==> src/rtl/pe_cluster_pkg.sv <==
`default_nettype none
// ============================================================================
// Module   : pe_cluster_pkg
// Brief    : Shared constants and row-state encoding for the PE-cluster
//            iact broadcast controller.
// Revision : 1.0
// ============================================================================
package pe_cluster_pkg;

    localparam int ROWS   = 3;
    localparam int COLS   = 3;
    localparam int ADDR_W = 8;
    localparam int DATA_W = 13;
    localparam int LEN_W  = 5;

    typedef enum logic [1:0] {
        ROW_IDLE = 2'd0,
        ROW_ADDR = 2'd1,
        ROW_DATA = 2'd2,
        ROW_DONE = 2'd3
    } row_state_e;

endpackage
`default_nettype wire

==> src/rtl/iact_row_bcast_fsm.sv <==
`default_nettype none
// ============================================================================
// Module   : iact_row_bcast_fsm
// Brief    : One PE row: forks each router word (address then data phase)
//            to all COLS PEs, each PE consuming every word exactly once.
// Revision : 1.0
// ============================================================================
module iact_row_bcast_fsm
    import pe_cluster_pkg::*;
#(
    parameter int COLS  = pe_cluster_pkg::COLS,
    parameter int LEN_W = pe_cluster_pkg::LEN_W
) (
    input  logic             clk,
    input  logic             rst_n,
    input  logic             go,
    input  logic             all_done,
    input  logic [LEN_W-1:0] addr_len,
    input  logic [LEN_W-1:0] data_len,
    input  logic             rtr_addr_valid,
    output logic             rtr_addr_ready,
    input  logic             rtr_data_valid,
    output logic             rtr_data_ready,
    output logic [COLS-1:0]  pe_addr_valid,
    input  logic [COLS-1:0]  pe_addr_ready,
    output logic [COLS-1:0]  pe_data_valid,
    input  logic [COLS-1:0]  pe_data_ready,
    output logic             row_idle,
    output logic             row_done
);

    row_state_e       r_state, w_state_nxt, w_phase_nxt;
    logic [LEN_W-1:0] r_cnt, w_cnt_nxt;
    logic [COLS-1:0]  r_taken, w_taken_nxt;

    logic [LEN_W-1:0] w_len;
    logic             w_xfer;
    logic             w_rtr_valid;
    logic             w_rtr_ready;
    logic             w_rtr_hs;
    logic             w_last;
    logic [COLS-1:0]  w_pe_ready;
    logic [COLS-1:0]  w_pe_valid;

    always_ff @(posedge clk or negedge rst_n) begin
        if (!rst_n) begin
            r_state <= ROW_IDLE;
            r_cnt   <= '0;
            r_taken <= '0;
        end else begin
            r_state <= w_state_nxt;
            r_cnt   <= w_cnt_nxt;
            r_taken <= w_taken_nxt;
        end
    end

    always_comb begin
        w_state_nxt    = r_state;
        w_cnt_nxt      = r_cnt;
        w_taken_nxt    = r_taken;
        pe_addr_valid  = '0;
        pe_data_valid  = '0;
        rtr_addr_ready = 1'b0;
        rtr_data_ready = 1'b0;
        row_idle       = (r_state == ROW_IDLE);
        row_done       = (r_state == ROW_DONE);

        // Shared fork datapath, steered by the active phase
        w_phase_nxt = (r_state == ROW_ADDR) ? ROW_DATA : ROW_DONE;
        w_len       = (r_state == ROW_ADDR) ? addr_len       : data_len;
        w_rtr_valid = (r_state == ROW_ADDR) ? rtr_addr_valid : rtr_data_valid;
        w_pe_ready  = (r_state == ROW_ADDR) ? pe_addr_ready  : pe_data_ready;
        w_xfer      = ((r_state == ROW_ADDR) || (r_state == ROW_DATA)) && (w_len != '0);
        w_pe_valid  = (w_xfer && w_rtr_valid) ? ~r_taken : '0;
        w_rtr_ready = w_xfer && (&(r_taken | w_pe_ready));
        w_rtr_hs    = w_rtr_ready && w_rtr_valid;
        w_last      = (r_cnt == (w_len - LEN_W'(1)));

        case (r_state)
            ROW_IDLE: begin
                if (go) begin
                    w_state_nxt = ROW_ADDR;
                    w_cnt_nxt   = '0;
                    w_taken_nxt = '0;
                end
            end
            ROW_ADDR, ROW_DATA: begin
                if (r_state == ROW_ADDR) begin
                    pe_addr_valid  = w_pe_valid;
                    rtr_addr_ready = w_rtr_ready;
                end else begin
                    pe_data_valid  = w_pe_valid;
                    rtr_data_ready = w_rtr_ready;
                end

                // Zero-length phase is skipped after a single idle cycle
                if (w_len == '0) begin
                    w_state_nxt = w_phase_nxt;
                    w_cnt_nxt   = '0;
                    w_taken_nxt = '0;
                end else if (w_rtr_hs) begin
                    w_taken_nxt = '0;
                    if (w_last) begin
                        w_state_nxt = w_phase_nxt;
                        w_cnt_nxt   = '0;
                    end else begin
                        w_cnt_nxt = r_cnt + LEN_W'(1);
                    end
                end else begin
                    w_taken_nxt = r_taken | (w_pe_valid & w_pe_ready);
                end
            end
            ROW_DONE: begin
                if (all_done) begin
                    w_state_nxt = ROW_IDLE;
                end
            end
            default: begin
                w_state_nxt = ROW_IDLE;
            end
        endcase
    end

endmodule
`default_nettype wire

==> src/rtl/pe_cluster_iact_bcast_ctrl.sv <==
`default_nettype none
// ============================================================================
// Module   : pe_cluster_iact_bcast_ctrl
// Brief    : Broadcasts per-row router iact address/data words to every PE
//            of the row; latches lengths and joins row completion.
// Revision : 1.0
// ============================================================================
module pe_cluster_iact_bcast_ctrl
    import pe_cluster_pkg::*;
#(
    parameter int ROWS   = pe_cluster_pkg::ROWS,
    parameter int COLS   = pe_cluster_pkg::COLS,
    parameter int ADDR_W = pe_cluster_pkg::ADDR_W,
    parameter int DATA_W = pe_cluster_pkg::DATA_W,
    parameter int LEN_W  = pe_cluster_pkg::LEN_W
) (
    input  logic                        clk,
    input  logic                        rst_n,
    input  logic                        start,
    input  logic [LEN_W-1:0]            cfg_addr_len,
    input  logic [LEN_W-1:0]            cfg_data_len,
    input  logic [ROWS-1:0]             rtr_addr_valid,
    output logic [ROWS-1:0]             rtr_addr_ready,
    input  logic [ROWS*ADDR_W-1:0]      rtr_addr_bits,
    input  logic [ROWS-1:0]             rtr_data_valid,
    output logic [ROWS-1:0]             rtr_data_ready,
    input  logic [ROWS*DATA_W-1:0]      rtr_data_bits,
    output logic [ROWS*COLS-1:0]        pe_addr_valid,
    input  logic [ROWS*COLS-1:0]        pe_addr_ready,
    output logic [ROWS*COLS*ADDR_W-1:0] pe_addr_bits,
    output logic [ROWS*COLS-1:0]        pe_data_valid,
    input  logic [ROWS*COLS-1:0]        pe_data_ready,
    output logic [ROWS*COLS*DATA_W-1:0] pe_data_bits,
    output logic                        busy,
    output logic [ROWS-1:0]             row_done,
    output logic                        load_done
);

    logic [LEN_W-1:0] r_addr_len;
    logic [LEN_W-1:0] r_data_len;
    logic [ROWS-1:0]  w_row_idle;
    logic             w_all_idle;
    logic             w_all_done;
    logic             w_go;

    assign w_all_idle = &w_row_idle;
    assign w_all_done = &row_done;
    assign w_go       = start && w_all_idle;
    assign busy       = !w_all_idle;
    assign load_done  = w_all_done;

    // Lengths are captured only when a load is accepted
    always_ff @(posedge clk or negedge rst_n) begin
        if (!rst_n) begin
            r_addr_len <= '0;
            r_data_len <= '0;
        end else if (w_go) begin
            r_addr_len <= cfg_addr_len;
            r_data_len <= cfg_data_len;
        end
    end

    generate
        for (genvar r = 0; r < ROWS; r++) begin : g_row
            iact_row_bcast_fsm #(
                .COLS  (COLS),
                .LEN_W (LEN_W)
            ) u_row (
                .clk            (clk),
                .rst_n          (rst_n),
                .go             (w_go),
                .all_done       (w_all_done),
                .addr_len       (r_addr_len),
                .data_len       (r_data_len),
                .rtr_addr_valid (rtr_addr_valid[r]),
                .rtr_addr_ready (rtr_addr_ready[r]),
                .rtr_data_valid (rtr_data_valid[r]),
                .rtr_data_ready (rtr_data_ready[r]),
                .pe_addr_valid  (pe_addr_valid[r*COLS +: COLS]),
                .pe_addr_ready  (pe_addr_ready[r*COLS +: COLS]),
                .pe_data_valid  (pe_data_valid[r*COLS +: COLS]),
                .pe_data_ready  (pe_data_ready[r*COLS +: COLS]),
                .row_idle       (w_row_idle[r]),
                .row_done       (row_done[r])
            );

            for (genvar c = 0; c < COLS; c++) begin : g_col
                assign pe_addr_bits[(r*COLS+c)*ADDR_W +: ADDR_W] = rtr_addr_bits[r*ADDR_W +: ADDR_W];
                assign pe_data_bits[(r*COLS+c)*DATA_W +: DATA_W] = rtr_data_bits[r*DATA_W +: DATA_W];
            end
        end
    endgenerate

endmodule
`default_nettype wire
==> config.mk <==
export PLATFORM = sky130hd
export DESIGN_NAME = pe_cluster_iact_bcast_ctrl
export DESIGN_NICKNAME = d
export VERILOG_FILES = /design/src/rtl/pe_cluster_pkg.sv /design/src/rtl/iact_row_bcast_fsm.sv /design/src/rtl/pe_cluster_iact_bcast_ctrl.sv
export SDC_FILE = /design/constraint.sdc
export NUM_CORES = 1
export LEC_CHECK = 0
export ABC_AREA = 1
export CAP_MARGIN = 20
export CORE_ASPECT_RATIO = 0.6
export CORE_MARGIN = 1.5
export CORE_UTILIZATION = 25
export CTS_CLUSTER_DIAMETER = 40
export DETAILED_ROUTE_END_ITERATION = 8
export DONT_BUFFER_PORTS = 1
export SYNTH_ARGS = -nofsm -noshare
export SYNTH_HDL_FRONTEND = slang
export SYNTH_SLANG_ARGS = --single-unit
==> constraint.sdc <==
create_clock -name clk -period 3 [get_ports clk]
set_input_delay 0.6 -clock clk [delete_from_list [all_inputs] [get_ports clk]]
set_output_delay 0.6 -clock clk [all_outputs]
set_load 0.02 [all_outputs]
==> results.md, run 1 <==
- Status: finished, final reports clean
- Setup TNS: 0 ns
- Max Cap Viol: 0
- Grt met1 use: 0.160
- Nets: about 680
- Clock skew: roughly 0.0055 ns
- Crit path capture type: output port
- Post-synthesis async set-or-reset flop share: 1.00
- Total Die Area: slightly above 0.02 sq mm
- Max Clk Rate: 0.362 GHz
- Area delta synth->final: -15.8%
- GRT overflow: 0
- Multiplexer area fraction after synthesis: 0
- Cells after Synth: approximately 730
- Register bit total from synthesis: 40
- Max_slew headroom: 0.653
- Arrival @ worst endpoint: between 2 and 2.5 ns
- Clk sinks: 40
- Syn Area/Cell: about 6.7 sq um
- Routed Antenna Nets: 0
- Root Buffer Master: clkbuf_16
- # fillers: approximately 2200
- Hpwl dp: slightly below 10 mm
- FF-to-FF Start: g_row[2].u_row.r_state[1]
- Synth area leaders: buf_4 (30%), dfrtp_1 (20%), nand2_1 (14%), nand3_1 (5.4%), inv_1 (5.3%)
- Via/cell ratio: approximately 4.3
- Synth Area in Simple Gates: 0.317
- Starting DRC count in detailed routing: ~300
- DR DRC count: 0
- Pwr/cell area: about 1300 mW/mm^2
- Worst vdd ir: ~0.34 mV
- Required time of the critical path: 2.40 ns
- Sequential fraction of the synthesis area: 0.204
- Io pins: between 300 and 400
- Yosys cell types: 32
- RSZ-0062 raised after global routing: no
- Die H: approximately 110 um
- Starting density of the core: 0.256
- H-tree lvl count: 2
- Yosys top cell by area: buf_4
- Layout cell share with drive strength beyond 1: 0.164
- Global Route met2 Usage: 0.140
- GR Util All Layers: 0.120
- Total wire length: roughly 12 mm
- First-pass GRT wire length: roughly 19 mm
- Placed Instances: between 800 and 900
- Mapped Nets: approximately 850
- Global placement routability congestion: approximately 0.87
- Final hold slack: roughly 0.15 ns
- Max clock buf depth: 2
- Final Hold Fails: 0
- Endpoints failing setup: 0
- CP Launch Type: flip-flop
- Top-area cell type share of the netlist area: 0.305
- Yosys warns: 0
- Diodes inserted: 0
- Site Rows: 39
- CTS tree: built
- Hold WC Path Type: in2async
- Crit-path max FO: 12
- Top-count cell post-synth: buf_4
- Xor/xnor share of the synthesized area: 0.0125
- Synth Area in Adders: 0.0383
- Fraction of the cycle the final worst path needs: 0.921
- Synth top cells by count: buf_4 (199), nand2_1 (189), inv_1 (69)
- Largest net degree at the start of global routing: 41
- Max Transition Viols Final: 0
- Post-synth EDFFs: 0
- Min Tclk post-route: about 2.8 ns
- Die width: 184 um
- Worst-path clk slew: 0.06 ns
- Main combinational cell family by area after synthesis: buffers and inverters
- CP startpoint: g_row[1].u_row.r_state[1]
- Setup CP Type: reg2out
- DR pass1 iterations: 6
- Routed WL per cell: 14.5 um
- Final core occ: 0.216
- Worst-Margin Slew: 0.521 ns
- Synthesized area: roughly 0.005 sq mm
- Synth Area in Compound Gates: 0.0436
- Vias in the first global route: ~3300
- Power, Total: approximately 5.4 mW
- Total CTS buffers: 5
- Initial antenna violation count: 0
- Clk Latency, worst-skew pair: between 0.2 and 0.3 ns
- GR peak layer: met1
- DR vias: between 3000 and 4000
- Layout Cells excl Fill: roughly 830
- Main synth FF type: dfrtp_1
- Port bufs: 0
- Static leakage: 2.13 nW
- Core Area: roughly 0.019 sq mm
- Met3 usage: 0.0877
-- cells in the final DEF (no fill, tap or decap), types with 5 or more instances in the layout --
| master | n |
|---|---|
| inv_2 | 5 |
| nand2_2 | 15 |
| o21ai_1 | 7 |
| nand3_1 | 53 |
| ha_1 | 12 |
| nor2_1 | 49 |
| nand3_2 | 6 |
| xor2_1 | 7 |
| o21ai_0 | 18 |
| buf_4 | 31 |
| nand4_1 | 12 |
| clkbuf_16 | 5 |
| nor2_2 | 7 |
| nand2_1 | 188 |
| inv_1 | 67 |
| dfrtp_1 | 40 |
-- what timing repair did --
item,CTS,global route
buffers inserted,0,1
endpoints found under the hold margin,40,0
resized for setup,2,18
hold buffers,1,0
cloned,0,0
pin swaps,0,1
setup endpoints to repair,9,24
-- final timing paths --
path / depth (start not counted) / endpoint / slack, ns
max in group asynchronous: 1 / g_row[2].u_row.r_taken[2] / 2.65
worst min-delay path: 1 / g_row[1].u_row.r_cnt[3] / 0.15
worst min register to register: 2 / g_row[1].u_row.r_state[1] / 0.51
worst max-delay path: 14 / rtr_data_ready[1] / 0.24
min in group clk: 2 / r_addr_len[4] / 0.42
worst max register to register: 11 / g_row[0].u_row.r_taken[0] / 0.52
-- power breakdown --
| group | leakage, nW | internal, mW | total [mW] | switching [mW] |
|---|---|---|---|---|
| Clock | 0.0712 | 0.332 | 0.555 | 0.223 |
| Combinational | 1.54 | 1.30 | 3.86 | 2.56 |
| Sequential | 0.523 | 0.746 | 0.962 | 0.216 |
| Total | 2.13 | 2.38 | 5.38 | 3.00 |
-- worst max-delay path: stages, from the launching register on --
cell	delay (ns)
dfrtp_1	0.37
inv_1	0.09
ha_4	0.21
inv_4	0.13
nand2_1	0.09
nand2_1	0.10
inv_2	0.04
nand2_1	0.09
nor2_4	0.05
nand2_2	0.08
nand2_1	0.08
inv_1	0.11
nand4_1	0.13
nor2_1	0.13
buf_4	0.15
-- flip-flops by register name (all words and copies together) (netlist names) --
signal / cells
g_row.u_row.r_cnt: 15
g_row.u_row.r_state: 6
g_row.u_row.r_taken: 9
r_addr_len: 5
r_data_len: 5
-- per-layer routing --
layer  wire length, um  vias to the layer above
met3              2020                       17
met5                94                        -
met1              5420                     1548
li1                  -                     1730
met2              4360                      237
met4               144                        4
-- through the flow --
stage	cell area, sq um	setup slack, ns
after detailed placement	3880	0.254
after global routing	4130	0.0282
after global placement	3880	0.314
after CTS	4060	0.00618
after floorplan	4900	0.607
final	4130	0.237
-- logic make-up (layout without fill, tap and decap cells) --
| kind of cell | count (synthesis) | count (layout) |
|---|---|---|
| AOI/OAI and AO/OA | 37 | 37 |
| DFF | 40 | 40 |
| adders and majority gates | 15 | 15 |
| buffers and inverters | 287 | 118 |
| xor gates and xnor gates | 7 | 7 |
| and+or+nand+nor | 345 | 345 |
-- cell type report --
type	count	area, sq um	share of cell area
multi-input cells	404	2070	0.502
flip-flops and latches	40	1000	0.242
repair buffers	33	272	0.0657
inverters	77	305	0.0739
well taps	266	333	0.0806
clock buffers	8	146	0.0354
(Power assumes the default switching activity.)
==> run 2: changes to the inputs <==
Settings changed: ABC_AREA 1 to 0, DONT_BUFFER_PORTS 1 to unset.
Clock period 3 ns to 3.21 ns, I/O delays scaled along.
==> results.md, run 2 <==
- Status: finished, final reports clean
- Fraction of the cycle the final worst path needs: 0.954
- Core Area: 0.0174 sq mm (-9.0%)
- Die width: 177 um (-3.9%)
- Diodes inserted: 0 (unchanged)
- Cells after Synth: 544 (-26%)
- Total Die Area: 0.0189 sq mm (-7.7%)
- Worst-Margin Slew: 0.527 ns (+0.00582 ns)
- Hold WC Path Type: in2async
- Setup CP Type: in2out
- Final Hold Fails: 0 (unchanged)
- CTS tree: built
- Worst-path clk slew: 0.06 ns (about the same)
- Biggest register: g_row.u_row.r_cnt
- Vias in the first global route: 2993 (-9.8%)
- Post-synthesis async set-or-reset flop share: 1.00 (unchanged)
- Max Transition Viols Final: 0 (unchanged)
- Largest regs: g_row.u_row.r_cnt (15), g_row.u_row.r_taken (9), g_row.u_row.r_state (6)
- Clock skew: 0.00907 ns (+0.00358 ns)
- GRT overflow: 0 (unchanged)
- Starting density of the core: 0.260 (+0.00329)
- # fillers: 1923 (-12%)
- Crit path capture type: output port
- CP Launch Type: primary input
- DR pass1 iterations: 4 (-2)
- Yosys cell types: 54 (+69%)
- Worst stage delay on the critical path: 0.60 ns (+0.23 ns)
- Routed WL per cell: 17.2 um (+18%)
- Area delta synth->final: -2.99%
- Endpoints failing setup: 0 (unchanged)
- Placed Instances: 659 (-19%)
- Synth area leaders: buf_4 (33%), dfrtp_1 (22%), mux2i_1 (4.2%), ha_1 (4.2%), mux2_2 (3.2%)
- Register bit total from synthesis: 40 (unchanged)
- Die H: 107 um (-3.9%)
- Top-count cell post-synth: buf_4
- Layout cell share with drive strength beyond 1: 0.154 (-0.00968)
- Initial antenna violation count: 1 (+1)
- Max FFs per register: 15 (unchanged)
- CP top delay family: buffers and inverters
- Static leakage: 1.95 nW (-8.5%)
- Worst R2R Setup Slack: 0.41 ns (-0.11 ns)
- Max Cap Viol: 0 (unchanged)
- Total wire length: 11.5 mm (-4.6%)
- Max clock buf depth: 2 (unchanged)
- DR DRC count: 0 (unchanged)
- Synthesized area: 0.00452 sq mm (-7.8%)
- Global placement routability congestion: 0.828 (-4.7%)
- Required time of the critical path: 2.57 ns (+0.17 ns)
- Max_slew headroom: 0.646 (-0.00624)
- Commonest non-fill, non-tap cell in the layout: clkdlybuf4s50_1
- Total CTS buffers: 5 (unchanged)
- Clk Latency, worst-skew pair: 0.29 ns (about the same)
- Worst vdd ir: 0.325 mV (-3.8%)
- Starting DRC count in detailed routing: 175 (-42%)
- Pwr/cell area: 1220 mW/mm^2 (-6.5%)
- Slowest-stage cell, CP: clkdlybuf4s50_1
- Site Rows: 37 (-5.1%)
- Final Worst Setup Slack: 0.149 ns (-0.0879 ns)
- Cell chain of the critical path: clkdlybuf4s50_1 -> mux2i_1 -> a222oi_1 -> and4_1 -> clkdlybuf4s50_1
- Flip-flop and latch area: 0.00100 sq mm (unchanged)
- Hpwl dp: 9.15 mm (-5.8%)
- Yosys warns: 0 (unchanged)
- Root Buffer Master: clkbuf_16
- First-pass GRT wire length: 17.5 mm (-6.0%)
- Layout Cells excl Fill: 669 (-19%)
- Top-area cell type share of the netlist area: 0.329 (+0.0242)
- Most used cell, CP: clkdlybuf4s50_1
- Via/cell ratio: 4.55 (+6.5%)
- Max Clk Rate: ~0.33 GHz
- Main synth FF type: dfrtp_1
- RSZ-0062 raised after global routing: no
- Post-synth EDFFs: 0 (unchanged)
- Port bufs: 65 (+65)
- Dpl ws: -0.0619 ns (-0.315 ns)
- Synth top cells by count: buf_4 (198), dfrtp_1 (40), nor2_1 (35)
- Arrival @ worst endpoint: 2.42 ns (+0.26 ns)
- Io pins: 318 (unchanged)
- Mapped Nets: 659 (-22%)
- Min Tclk post-route: around 3 ns
- Nets: 550 (-19%)
- H-tree lvl count: 2 (unchanged)
- DR vias: 3042 (-14%)
- Footprint of the multi-input gates: 0.00197 sq mm (-4.8%)
- Routed Antenna Nets: 0 (unchanged)
- Clk sinks: 40 (unchanged)
- Largest net degree at the start of global routing: 41 (unchanged)
- Yosys top cell by area: buf_4
- Crit-path max FO: 2 (-10)
- Syn Area/Cell: 8.31 sq um (+24%)
- Sequential fraction of the synthesis area: 0.221 (+0.0174)
- Most frequent cells in the layout: clkdlybuf4s50_1 (52), dfrtp_1 (40), nor2_1 (34), buf_4 (24)
- Critical path buffers and inverters: 2 (-3)
- GR Util All Layers: 0.122 (+0.00246)
==> run 2: cell types whose count changed after synthesis, sizes merged, moves of 19 or more <==
| cell | before | now |
|---|---|---|
| nand2 | 204 | 23 |
| inv | 76 | 16 |
| nand3 | 59 | 18 |
| nor2 | 61 | 35 |
| nor3 | 4 | 24 |
| mux2i | 0 | 19 |
==> run 2: report_power, final <==
| part | switching [mW] | internal (mW) |
|---|---|---|
| combinational | 2.12 | 1.67 |
| sequential | 0.194 | 0.697 |
| clock | 0.208 | 0.441 |
| total | 2.53 | 2.81 |
==> run 2: logic make-up (layout without fill, tap and decap cells) <==
family                   after synthesis  after routing  share of synthesized area
buffers and inverters                223            114                      0.353
AND/OR/NAND/NOR                      141            141                      0.164
AO/OA/AOI/OAI                         78             78                      0.117
flip-flops                            40             40                      0.221
multiplexers                          32             32                     0.0745
adder cells (fa/ha/maj)               15             15                     0.0415
XOR/XNOR                              15             15                     0.0291
==> run 2: per-layer routing <==
layer,share of wire,vias to the layer above,track usage
met5,0.0040,-,0.0194
met4,0.0050,2,0.0194
met3,0.19,7,0.111
met2,0.35,210,0.140
met1,0.46,1380,0.160
li1,-,1443,-
==> run 2: worst reg2reg max path, cell delays in order, from the launching register on <==
cell,delay (ns)
dfrtp_1,0.40
inv_1,0.15
ha_4,0.23
buf_4,0.21
mux2i_1,0.30
ha_1,0.28
xnor2_1,0.18
nor4_4,0.32
a21oi_2,0.16
and3_1,0.19
a221o_1,0.26
==> run 2: per-stage QoR <==
| step | TNS (ns) | hold slack [ns] | utilization | cell area, sq um | total power, mW |
|---|---|---|---|---|---|
| 5_1_grt | 0 | 0.159 | 0.252 | 4380 | 5.81 |
| 3_3_place_gp | -0.0473 | 0.509 | 0.235 | 4100 | 4.54 |
| 4_1_cts | 0 | 0.532 | 0.247 | 4300 | 5.30 |
| 2_1_floorplan | 0 | 0.346 | - | 4520 | 3.79 |
| 3_5_place_dp | -0.0619 | 0.514 | 0.235 | 4100 | 4.59 |
| 6_report | 0 | 0.163 | 0.252 | 4380 | 5.34 |
==> run 2: final cells by class <==
type / instances / share of cell area
clock inverter: 2 / 0.0137
clock buffer: 5 / 0.0285
inverter: 16 / 0.0137
multi-input combinational: 281 / 0.450
timing repair buffer: 91 / 0.199
tap: 234 / 0.0668
sequential: 40 / 0.228
==> run 2: worst paths after layout <==
| kind | start | to | cells past startpoint |
|---|---|---|---|
| worst max-delay path | pe_data_ready[2] | rtr_addr_ready[0] | 5 |
| worst min-delay path | rst_n | r_data_len[1] | 1 |
| worst max register to register | g_row[1].u_row.r_state[1] | g_row[1].u_row.r_cnt[4] | 10 |
| worst min register to register | g_row[0].u_row.r_state[1] | g_row[0].u_row.r_state[1] | 1 |
| max in group asynchronous | rst_n | g_row[0].u_row.r_cnt[3] | 2 |
| min in group clk | g_row[0].u_row.r_state[1] | g_row[0].u_row.r_state[1] | 1 |
==> run 2: timing repair <==
action,4_1_cts,5_1_grt
endpoints found under the hold margin,0,0
setup buffers,0,2
endpoints found under the setup margin,13,18
resized for setup,9,13
pin swaps,0,1
gates cloned,0,0
hold buffers,0,0
==> run 3: changes to the inputs <==
Settings changed: GPL_ROUTABILITY_DRIVEN set to 0, PLACE_DENSITY set to 0.69.
==> results.md, run 3 (synthesized netlist as in run 2, its figures left out) <==
- Status: finished, final reports clean
- Slowest-stage cell, CP: or4_1
- Max Transition Viols Final: 0 (unchanged)
- First-pass GRT wire length: 16.9 mm (-3.5%)
- Routed Antenna Nets: 0 (unchanged)
- Dpl ws: -0.110 ns (-0.0486 ns)
- CP Depth: 6 (+1)
- Layout cell share with drive strength beyond 1: 0.141 (-0.0128)
- CP top delay family: simple AND/OR/NAND/NOR gates
- Critical path buffers and inverters: 1 (-1)
- Total CTS buffers: 5 (unchanged)
- Most frequent cells in the layout: clkdlybuf4s50_1 (48), dfrtp_1 (40), nor2_1 (35), nand2_1 (23), nor3_1 (23)
- Routed WL per cell: 17.0 um (-1.1%)
- Port bufs: 65 (unchanged)
- Worst stage delay on the critical path: 0.66 ns (+0.06 ns)
- Die H: 107 um (unchanged)
- Most used cell, CP: nor2_1
- Largest regs: g_row.u_row.r_cnt (15), g_row.u_row.r_taken (9), g_row.u_row.r_state (6)
- Power, Total: 5.19 mW (-2.7%)
- Via/cell ratio: 4.62 (+1.5%)
- Site Rows: 37 (unchanged)
- Max clock buf depth: 2 (unchanged)
- Final Worst Setup Slack: 0.0732 ns (-0.0755 ns)
- Worst-path clk slew: 0.06 ns (about the same)
- CP endpoint: pe_data_valid[7]
- Biggest register: g_row.u_row.r_cnt
- Total Die Area: 0.0189 sq mm (unchanged)
- Cts hold-fix bufs: 0 (unchanged)
- CP startpoint: r_data_len[2]
- Clock skew: 0.00344 ns (-0.00564 ns)
- Starting density of the core: 0.260 (unchanged)
- Hpwl dp: 8.96 mm (-2.1%)
- DR pass1 iterations: 5 (+1)
- Static leakage: 1.93 nW (-0.71%)
- Endpoints failing setup: 0 (unchanged)
- Final core occ: 0.247 (-0.00474)
- GRT overflow: 0 (unchanged)
- Starting DRC count in detailed routing: 153 (-13%)
- CTS tree: built
- Max FFs per register: 15 (unchanged)
- Nets: 546 (-0.73%)
- Commonest non-fill, non-tap cell in the layout: clkdlybuf4s50_1
- GR Util All Layers: 0.118 (-0.00414)
- Worst R2R Path Depth: 10 (unchanged)
- Initial antenna violation count: 2 (+1)
- Arrival @ worst endpoint: 2.49 ns (+0.07 ns)
- Hold WC Path Type: in2async
- Final Hold Fails: 0 (unchanged)
- Clk sinks: 40 (unchanged)
- Cell chain of the critical path: or4_1 -> nor2_1 -> o22ai_1 -> nand3_1 -> nor2_1 -> clkdlybuf4s50_1
- Clk Latency, worst-skew pair: 0.29 ns (about the same)
- Worst vdd ir: 0.387 mV (+19%)
- Final hold slack: 0.508 ns (+0.345 ns)
- Max Cap Viol: 0 (unchanged)
- Worst R2R Setup Slack: 0.43 ns (+0.02 ns)
- Total wire length: 11.3 mm (-1.5%)
- DR DRC count: 0 (unchanged)
- Area delta synth->final: -4.82%
- Fraction of the cycle the final worst path needs: 0.977 (+0.0235)
- Root Buffer Master: clkbuf_16
- Setup CP Type: reg2out
- Min Tclk post-route: 3.14 ns (+0.0755 ns)
- RSZ-0062 raised after global routing: no
- DR vias: 3074 (+1.1%)
- CP Launch Type: flip-flop
- Max_slew headroom: 0.373 (-0.274)
- H-tree lvl count: 2 (unchanged)
- Io pins: 318 (unchanged)
- Largest net degree at the start of global routing: 41 (unchanged)
- Max Clk Rate: 0.319 GHz (-2.4%)
- FF-to-FF Start: g_row[1].u_row.r_state[1]
- RR Endpoint: g_row[1].u_row.r_cnt[4]
- Diodes inserted: 0 (unchanged)
- Core Area: 0.0174 sq mm (unchanged)
- Worst-Margin Slew: 0.941 ns (+0.414 ns)
- Crit path capture type: output port
- Crit-path max FO: 3 (+1)
- Vias in the first global route: 2975 (-0.60%)
- Die width: 177 um (unchanged)
- Pwr/cell area: 1210 mW/mm^2 (-0.88%)
- Required time of the critical path: 2.57 ns (about the same)
run 3: worst min-delay path by stage:
stage                               from                         to  slack, ns  cells past startpoint
2_1_floorplan                      rst_n    g_row[0].u_row.r_cnt[0]       0.35                      0
3_3_place_gp   g_row[2].u_row.r_state[1]  g_row[2].u_row.r_state[1]       0.51                      1
3_5_place_dp   g_row[0].u_row.r_state[1]  g_row[0].u_row.r_state[1]       0.51                      1
4_1_cts        g_row[0].u_row.r_state[1]  g_row[0].u_row.r_state[1]       0.53                      1
5_1_grt        g_row[2].u_row.r_state[1]  g_row[2].u_row.r_state[1]       0.55                      1
6_report                           rst_n              r_data_len[3]       0.51                      1
run 3: report_power, final:
group	total [mW]	leakage, nW	switching [mW]	internal (mW)
sequential	0.896	0.523	0.200	0.697
combinational	3.68	1.32	2.07	1.61
clock	0.611	0.0901	0.202	0.409
total	5.19	1.93	2.47	2.72
run 3: stage by stage:
step	instances	TNS, ns	instance area (sq um)
3_3_place_gp	657	-0.280	4080
6_report	666	0	4300
5_1_grt	666	0	4300
2_1_floorplan	544	0	4520
4_1_cts	666	0	4270
3_5_place_dp	657	-0.166	4080
run 3: layout make-up:
cell class | count | area (sq um)
sequential | 40 | 1000
fill | 1891 | 13100
tap | 234 | 293
multi-input combinational | 281 | 1940
timing repair buffer | 87 | 821
clock buffer | 7 | 153
clock inverter | 1 | 30.0
inverter | 16 | 60.1
run 3: timing repair:
item	in CTS	in global routing
buffers inserted	1	0
resized for setup	11	9
endpoints found under the setup margin	15	8
pin swaps	1	0
run 3: per-layer routing:
layer,GRT usage,part of all wire
met5,0.0278,0.0072
met4,0.0212,0.0075
met3,0.112,0.18
met2,0.132,0.35
met1,0.153,0.46
